<file path="src/rtl/sipo_deser.sv">
// sipo_deser: serial-in parallel-out deserializer with start-of-frame framing,
// a registered valid/ready output stage, sticky overflow and optional parity.
// Optional feature macro: SIPO_PARITY_EN (adds an even-parity bit per frame,
// a PAR state and the perr pulse; without it perr is tied low).
module sipo_deser #(
    parameter int unsigned WIDTH     = 4,
    parameter bit          MSB_FIRST = 1'b1
) (
    input  logic             clk,
    input  logic             rst_n,
    input  logic             sin,
    input  logic             sin_vld,
    input  logic             sof,
    output logic [WIDTH-1:0] pout,
    output logic             pout_vld,
    input  logic             pout_rdy,
    output logic             busy,
    output logic             ovf,
    input  logic             ovf_clr,
    output logic             perr
);

    localparam int unsigned CW = $clog2(WIDTH + 1);

    typedef enum logic [1:0] {
        S_IDLE  = 2'd0,
`ifdef SIPO_PARITY_EN
        S_PAR   = 2'd2,
`endif
        S_SHIFT = 2'd1
    } state_t;

    state_t           r_state;
    state_t           w_state_nxt;
    logic [CW-1:0]    r_cnt;
    logic [CW-1:0]    w_cnt_nxt;
    logic [WIDTH-1:0] r_shift;
    logic [WIDTH-1:0] w_shift_nxt;
    logic [WIDTH-1:0] w_shift_in;
    logic             w_complete;
    logic [WIDTH-1:0] w_word;
    logic [WIDTH-1:0] r_pout;
    logic             r_pout_vld;
    logic             r_ovf;
`ifdef SIPO_PARITY_EN
    logic             w_perr_set;
    logic             r_perr;
`endif

    // Shifter contents after capturing sin; the bit order sets where bit 0 lands.
    assign w_shift_in = MSB_FIRST ? {r_shift[WIDTH-2:0], sin}
                                  : {sin, r_shift[WIDTH-1:1]};

    // FSM state, bit counter and shifter registers.
    always_ff @(posedge clk or negedge rst_n) begin
        if (!rst_n) begin
            r_state <= S_IDLE;
            r_cnt   <= '0;
            r_shift <= '0;
        end else begin
            r_state <= w_state_nxt;
            r_cnt   <= w_cnt_nxt;
            r_shift <= w_shift_nxt;
        end
    end

    // Next-state logic; sof restarts the frame ahead of any completion.
    always_comb begin
        w_state_nxt = r_state;
        w_cnt_nxt   = r_cnt;
        w_shift_nxt = r_shift;
        w_complete  = 1'b0;
        w_word      = r_shift;
`ifdef SIPO_PARITY_EN
        w_perr_set  = 1'b0;
`endif
        if (sin_vld) begin
            if (sof) begin
                w_shift_nxt = w_shift_in;
                w_cnt_nxt   = CW'(1);
                w_state_nxt = S_SHIFT;
            end else begin
                case (r_state)
                    S_SHIFT: begin
                        w_shift_nxt = w_shift_in;
                        if (r_cnt == CW'(WIDTH - 1)) begin
                            w_cnt_nxt = '0;
`ifdef SIPO_PARITY_EN
                            w_state_nxt = S_PAR;
`else
                            w_state_nxt = S_IDLE;
                            w_complete  = 1'b1;
                            w_word      = w_shift_in;
`endif
                        end else begin
                            w_cnt_nxt = r_cnt + 1'b1;
                        end
                    end
`ifdef SIPO_PARITY_EN
                    S_PAR: begin
                        w_state_nxt = S_IDLE;
                        if (^{r_shift, sin}) begin
                            w_perr_set = 1'b1;
                        end else begin
                            w_complete = 1'b1;
                        end
                    end
`endif
                    default: ;
                endcase
            end
        end
    end

    // Output holding register, handshake and sticky overflow.
    always_ff @(posedge clk or negedge rst_n) begin
        if (!rst_n) begin
            r_pout     <= '0;
            r_pout_vld <= 1'b0;
            r_ovf      <= 1'b0;
        end else begin
            if (w_complete && (!r_pout_vld || pout_rdy)) begin
                r_pout     <= w_word;
                r_pout_vld <= 1'b1;
            end else if (r_pout_vld && pout_rdy) begin
                r_pout_vld <= 1'b0;
            end
            if (w_complete && r_pout_vld && !pout_rdy) begin
                r_ovf <= 1'b1;
            end else if (ovf_clr) begin
                r_ovf <= 1'b0;
            end
        end
    end

`ifdef SIPO_PARITY_EN
    // One-cycle parity error pulse following the parity bit edge.
    always_ff @(posedge clk or negedge rst_n) begin
        if (!rst_n) begin
            r_perr <= 1'b0;
        end else begin
            r_perr <= w_perr_set;
        end
    end
    assign perr = r_perr;
`else
    assign perr = 1'b0;
`endif

    assign pout     = r_pout;
    assign pout_vld = r_pout_vld;
    assign ovf      = r_ovf;
    assign busy     = (r_state != S_IDLE);

endmodule

</file>
<file path="config.mk">
export PLATFORM = sky130hd
export DESIGN_NAME = sipo_deser
export DESIGN_NICKNAME = d
export VERILOG_FILES = /design/src/rtl/sipo_deser.sv
export SDC_FILE = /design/constraint.sdc
export NUM_CORES = 1
export LEC_CHECK = 0
export ABC_AREA = 1
export CAP_MARGIN = 0
export CORE_MARGIN = 10
export CORE_UTILIZATION = 45
export CTS_CLUSTER_SIZE = 8
export DETAILED_ROUTE_END_ITERATION = 10
export GPL_ROUTABILITY_DRIVEN = 0
export MAX_ROUTING_LAYER = met4
export PLACE_DENSITY = 0.79
export REMOVE_ABC_BUFFERS = 1
export SYNTH_ARGS = -nofsm -noshare
export SYNTH_HDL_FRONTEND = slang
export SYNTH_SLANG_ARGS = --single-unit
</file>
<file path="constraint.sdc">
create_clock -name clk -period 3.6 [get_ports clk]
set_clock_uncertainty 0.2 [all_clocks]
set_input_delay 0.36 -clock clk [delete_from_list [all_inputs] [get_ports clk]]
set_output_delay 0.36 -clock clk [all_outputs]
set_load 0.01 [all_outputs]
</file>
==> results.md, run 1 <==
- Synth cell types: 16
- Final #Nets: 93
- Critical Path RT: between 3000 and 4000 ps
- Worst-Margin Slew: around 560 ps
- Core footprint: ~1200 sq um
- Met2 WL: roughly 490 microns
- Port bufs: 13
- Routed vias: between 400 and 500
- Layout area overhead: 28.2%
- FF/Latch Area: about 330 sq um
- Share of total power in sequential cells: approximately 46%
- Iteration-0 DRC Markers: 7
- First-pass GRT wire length: ~2000 microns
- Startpoint type of the worst setup path: register
- Initial core utilization: 50.4%
- Placed Instances: 94
- P_leak: slightly below 0.4 nW
- Int Pwr: 0.318 mW
- Fin crit share: roughly half
- CP arrival: 1220 ps
- Final hold vios: 0
- RSZ-0062 raised after global routing: false
- CP max stage delay: 550 ps
- CTS tree: yes
- Seq/Total Area, Yosys: between 50 and 60%
- Final setup vio count: 0
- CTS Hold Bufs: 0
- Hold WC Path Type: in -> async
- WP buf/inv: 1
- Max-slew violations: 0
- Largest net degree at the start of global routing: 14
- Synth warnings: 0
- Clock Path Buffers: 2
- Achievable frequency: ~0.56 GHz
- Global route overflow: 0
- R2R Path End: pout[3]
- Vias in the first global route: between 400 and 500
- FILL cells: approximately 110
- Antenna Cells: 0
- CP cell instances: clkdlybuf4s50_1
- Site Rows: 12
- DRC violations left: 0
- Worst-path maximum fanout: 3
- Multi-input logic area: roughly 230 sq um
- WS Path Type: reg -> out
- Crit path time final: between 1500 and 2000 ps
- CTS sink count: 13
- Post-CTS Resized: 0
- CP max stage cell: clkdlybuf4s50_1
- Die height: approximately 56 microns
- Worst r2r path cells: 6
- DR pass1 iterations: 4
- Met3 WL post-DR: between 70 and 80 microns
- Net switching power: 0.165 mW
- Clock Latency Late Sink: 280 ps
- Vias per std cell: ~4.8
- Mapped Area: 591 sq um
- Worst R2R Start: r_cnt[0]
- Hpwl dp: slightly above 900 microns
- Switching share of power: approximately 34%
- I/O pin total: 15
- Die Width: 56.2 microns
- Initial antenna violation count: 0
- Avg Synthesized Cell Area: 8.68 sq um
- Root Driver: clkbuf_4
- Share of cells above drive strength 1: a little under an eighth
- Most frequent cells in the layout: 30 x nand2_1, 13 x clkdlybuf4s50_1, 13 x dfrtp_1, 7 x inv_1, 4 x nand4_1
- Die area: about 3200 sq um
- Final ANT Viol Nets: 0
- Drt total wl: roughly 1100 microns
- Top Metal Used: met4
- Routed len/inst: approximately 12 microns
- Synth Register Bits: 13
- Setup TNS Final: 0 ps
- Post-CTS Setup Repair Bufs: 0
- Worst reg-to-reg setup slack: roughly 2300 ps
- H-tree levels: 1
- Combinational power share: between 30% and 40%
- Maximum vdd ir drop: 0.350 mV
- Number of max-cap violations: 0
- Delay-heaviest family, CP: buffers and inverters
- Power share of the clock group: between 10% and 20%
- Most common cell after layout, fill and taps aside: nand2_1
- Overall Global Routing Usage: ~7.9%
- Clk pin slew, worst setup/hold paths: roughly 70 ps
- Slew margin rel.: 62.8%
- Cells after Synth: between 60 and 70
- Status: complete, no violations
- Worst Setup End Kind: output port
- PwrDens: around 640 nW/um^2
- Inserted Clock Buffers: 3
- Wire length on met1: roughly 530 microns
- Post-route insts no fill: 98
[layout make-up]
class	instances	area share [%]
well taps	14	2.31
inverters	8	3.97
multi-input cells	46	30.1
flip-flops and latches	13	43.0
repair buffers	13	17.2
clock buffers	4	3.47
[cell usage after synthesis (all sizes together)]
master  number  area, sq um
nand4        4         25.0
buf          1         7.51
nor2         2         22.5
nand2       32          125
conb         1         3.75
a21oi        1         5.00
o21ai        3         18.8
nand3        2         15.0
inv          8         30.0
dfrtp       13          325
ha           1         12.5
[kinds of logic (layout without fill, tap and decap cells)]
logic type / count (synthesis) / in the layout / share of synthesized area, %
simple gates: 40 / 40 / 31.8
flops: 13 / 13 / 55.1
buf+inv: 9 / 25 / 6.36
compound gates: 4 / 4 / 4.02
fa+ha+maj: 1 / 1 / 2.12
other cells: 1 / 1 / 0.635
[worst max-delay path by stage]
| stage | depth (start not counted) | end | start |
|---|---|---|---|
| final | 1 | busy | r_state[0] |
| after global routing | 1 | busy | r_state[0] |
| after CTS | 1 | busy | r_state[0] |
| after detailed placement | 6 | pout[1] | sin_vld |
| after global placement | 6 | r_shift[2] | sof |
| after floorplan | 6 | pout[0] | r_cnt[0] |
[per-layer routing]
metal  vias to the layer above  GRT usage, %
met2                        13          10.4
met3                         5          2.96
met1                       209          9.24
met5                         -             -
met4                         0          6.14
li1                        242             -
[flip-flops by register name, indices dropped and copies added, names as in the netlist]
| register | count |
|---|---|
| pout_vld | 1 |
| r_state | 1 |
| ovf | 1 |
| r_shift | 3 |
| r_cnt | 3 |
| pout | 4 |
[metrics by stage]
step / power (mW) / hold slack (ps) / util [%] / setup WS, ps / instance area [sq um]
final: 0.483 / 239 / 64.6 / 1820 / 757
after global routing: 0.524 / 274 / 64.6 / 1770 / 757
after CTS: 0.492 / 268 / 64.6 / 1800 / 757
after detailed placement: 0.401 / 271 / 62.4 / 1900 / 731
after floorplan: 0.315 / -136 / - / 2360 / 583
after global placement: 0.396 / 272 / 62.4 / 1930 / 731
[power groups by stage]
stage          Clock (mW)  Combinational, mW  Sequential, mW
2_1_floorplan           0             0.0849           0.230
3_5_place_dp            0              0.176           0.225
3_3_place_gp            0              0.173           0.223
4_1_cts            0.0924              0.177           0.222
5_1_grt             0.100              0.196           0.228
6_report           0.0898              0.172           0.221
Note: power is estimated with default switching activity, not from simulation.
==> run 2, diff against run 1 <==
Settings changed: CORE_UTILIZATION 45 to 41, PLACE_DENSITY 0.79 to 0.76.
Clock period 3.6 ns to 1.55 ns, I/O delays scaled along.
==> run 2 against run 1 <==
  * Via count stayed put
  * Die area grew 6.2%
  * Worst hold slack improved by 28 ps
  * Setup slack worse by 1600 ps
  * Non-clock buffer count up 2
  * Critical path type is now reg -> reg
  * First-iteration DRC count up 71%
  * Critical path depth is 5 higher
==> results.md, run 2 (same netlist as run 1, synthesis figures left out) <==
- CP max stage cell: dfrtp_1
- Worst-path maximum fanout: 7
- Hpwl dp: roughly 900 microns
- P_leak: around 0.49 nW
- Antenna Cells: 0
- Number of flip-flops in the largest register: 4
- CP cell instances: ha_1, inv_1, nor2_4, nand3_2, nand2_1, nand2_1
- Startpoint type of the worst setup path: register
- Net switching power: approximately 0.37 mW
- Clk pin slew, worst setup/hold paths: roughly 70 ps
- Routed vias: 469
- Iteration-0 DRC Markers: 12
- Int Pwr: a little over 0.7 mW
- Clock Path Buffers: 2
- Root Driver: clkbuf_4
- Most used cell, CP: nand2_1
- CP max stage delay: 380 ps
- RSZ-0062 raised after global routing: false
- Max-slew violations: 0
- Initial core utilization: 44.3%
- Routed len/inst: ~11 microns
- Largest net degree at the start of global routing: 14
- Die area: 3360 sq um
- Final hold vios: 0
- Clock Latency Late Sink: 270 ps
- Initial antenna violation count: 0
- Power share of the clock group: between 10% and 20%
- H-tree levels: 1
- Critical Path RT: around 1500 ps
- Global route overflow: 0
- Post-route insts no fill: roughly 100
- Placed Instances: 96
- Vias in the first global route: about 430
- Final ANT Viol Nets: 0
- Maximum vdd ir drop: between 0.8 and 0.9 mV
- CP arrival: around 1300 ps
- First-pass GRT wire length: ~1900 microns
- Share of cells above drive strength 1: 12.8%
- Port bufs: 13
- I/O pin total: 15
- Layout Utilization: 59.2%
- Setup TNS Final: 0 ps
- Die Width: approximately 58 microns
- WS Path Type: reg -> reg
- DRC violations left: 0
- Site Rows: 13
- Drt total wl: about 1200 microns
- Final #Nets: 95
- Fin crit share: ~87%
- DR pass1 iterations: 4
- Crit path time final: roughly 1300 ps
- Most common cell after layout, fill and taps aside: nand2_1
- Achievable frequency: 0.743 GHz
- Share of total power in sequential cells: between 40% and 50%
- Status: complete, no violations
- Worst Setup End Kind: register
- Overall Global Routing Usage: between 7 and 8%
- Core footprint: between 1000 and 1500 sq um
- Number of max-cap violations: 0
- Worst reg-to-reg setup slack: 200 ps
- Most frequent cells in the layout: 30 x nand2_1, 13 x dfrtp_1, 7 x inv_1, 6 x clkdlybuf4s50_1, 6 x dlymetal6s2s_1
- CTS tree: yes
- PwrDens: about 1400 nW/um^2
- Die height: ~58 microns
- Hold WC Path Type: in -> reg
- Final setup vio count: 0
- CTS sink count: 13
- Combinational power share: a little over a third
- Layout area overhead: 33.7%
- Inserted Clock Buffers: 3
- Switching share of power: 34.1%
- Vias per std cell: 4.64
==> run 2: cell types whose count changed in the layout (fill, tap and decap cells not counted) <==
cell / before / now
buf_4: 0 / 1
dlymetal6s2s_1: 0 / 6
dlygate4sd2_1: 0 / 1
dlygate4sd3_1: 0 / 1
clkdlybuf4s50_1: 13 / 6
==> run 2: timing repair <==
item                                    in CTS  in global routing
gates cloned                                 0                  0
resized for setup                            1                  6
hold buffers                                 1                  0
hold endpoints to repair                    13                  0
endpoints found under the setup margin       1                  6
buffers inserted                             0                  0
pin swaps                                    0                  0
==> run 2: path summary, 6_finish.rpt <==
kind                               start       end  cells after the start
worst max-delay path            r_cnt[0]   pout[1]                      6
worst min-delay path             ovf_clr       ovf                      4
worst max register to register  r_cnt[0]   pout[1]                      6
worst min register to register   pout[1]   pout[1]                      2
max in group asynchronous          rst_n   pout[2]                      3
min in group asynchronous          rst_n  r_cnt[2]                      3
==> run 2: worst max-delay path: cells and delay by family (launching register included) <==
| kind | cells | cell delay [ps] |
|---|---|---|
| and+or+nand+nor | 4 | 420 |
| DFF | 1 | 380 |
| adders and majority gates | 1 | 170 |
| buffers and inverters | 1 | 80 |
==> run 2: layout make-up <==
type | instances | area, sq um
fillers | 116 | 544
flip-flops and latches | 13 | 325
multi-input cells | 46 | 228
repair buffers | 15 | 161
inverters | 8 | 30.0
clock buffers | 4 | 26.3
well taps | 15 | 18.8
==> run 2: through the flow <==
| stage | setup slack [ps] | power, mW | hold slack (ps) | area (sq um) |
|---|---|---|---|---|
| after floorplan | 311 | 0.732 | -341 | 583 |
| after global placement | 86.6 | 0.921 | 267 | 739 |
| final | 204 | 1.09 | 267 | 790 |
| after CTS | 2.59 | 1.13 | 262 | 774 |
| after detailed placement | 58.9 | 0.924 | 269 | 739 |
| after global routing | 124 | 1.19 | 284 | 790 |
==> run 2: layer usage <==
metal,part of all wire [%],GRT usage [%]
met2,43,9.97
met5,0,-
met4,1.6,3.02
met3,9.2,5.45
met1,46,8.49
==> run 2: power groups by stage <==
stage | clock network [mW] | registers, mW | logic [mW]
floorplan | 0 | 0.535 | 0.197
global placement | 0 | 0.515 | 0.407
detailed placement | 0 | 0.518 | 0.406
CTS | 0.213 | 0.511 | 0.402
global route | 0.236 | 0.525 | 0.434
finish | 0.200 | 0.509 | 0.384
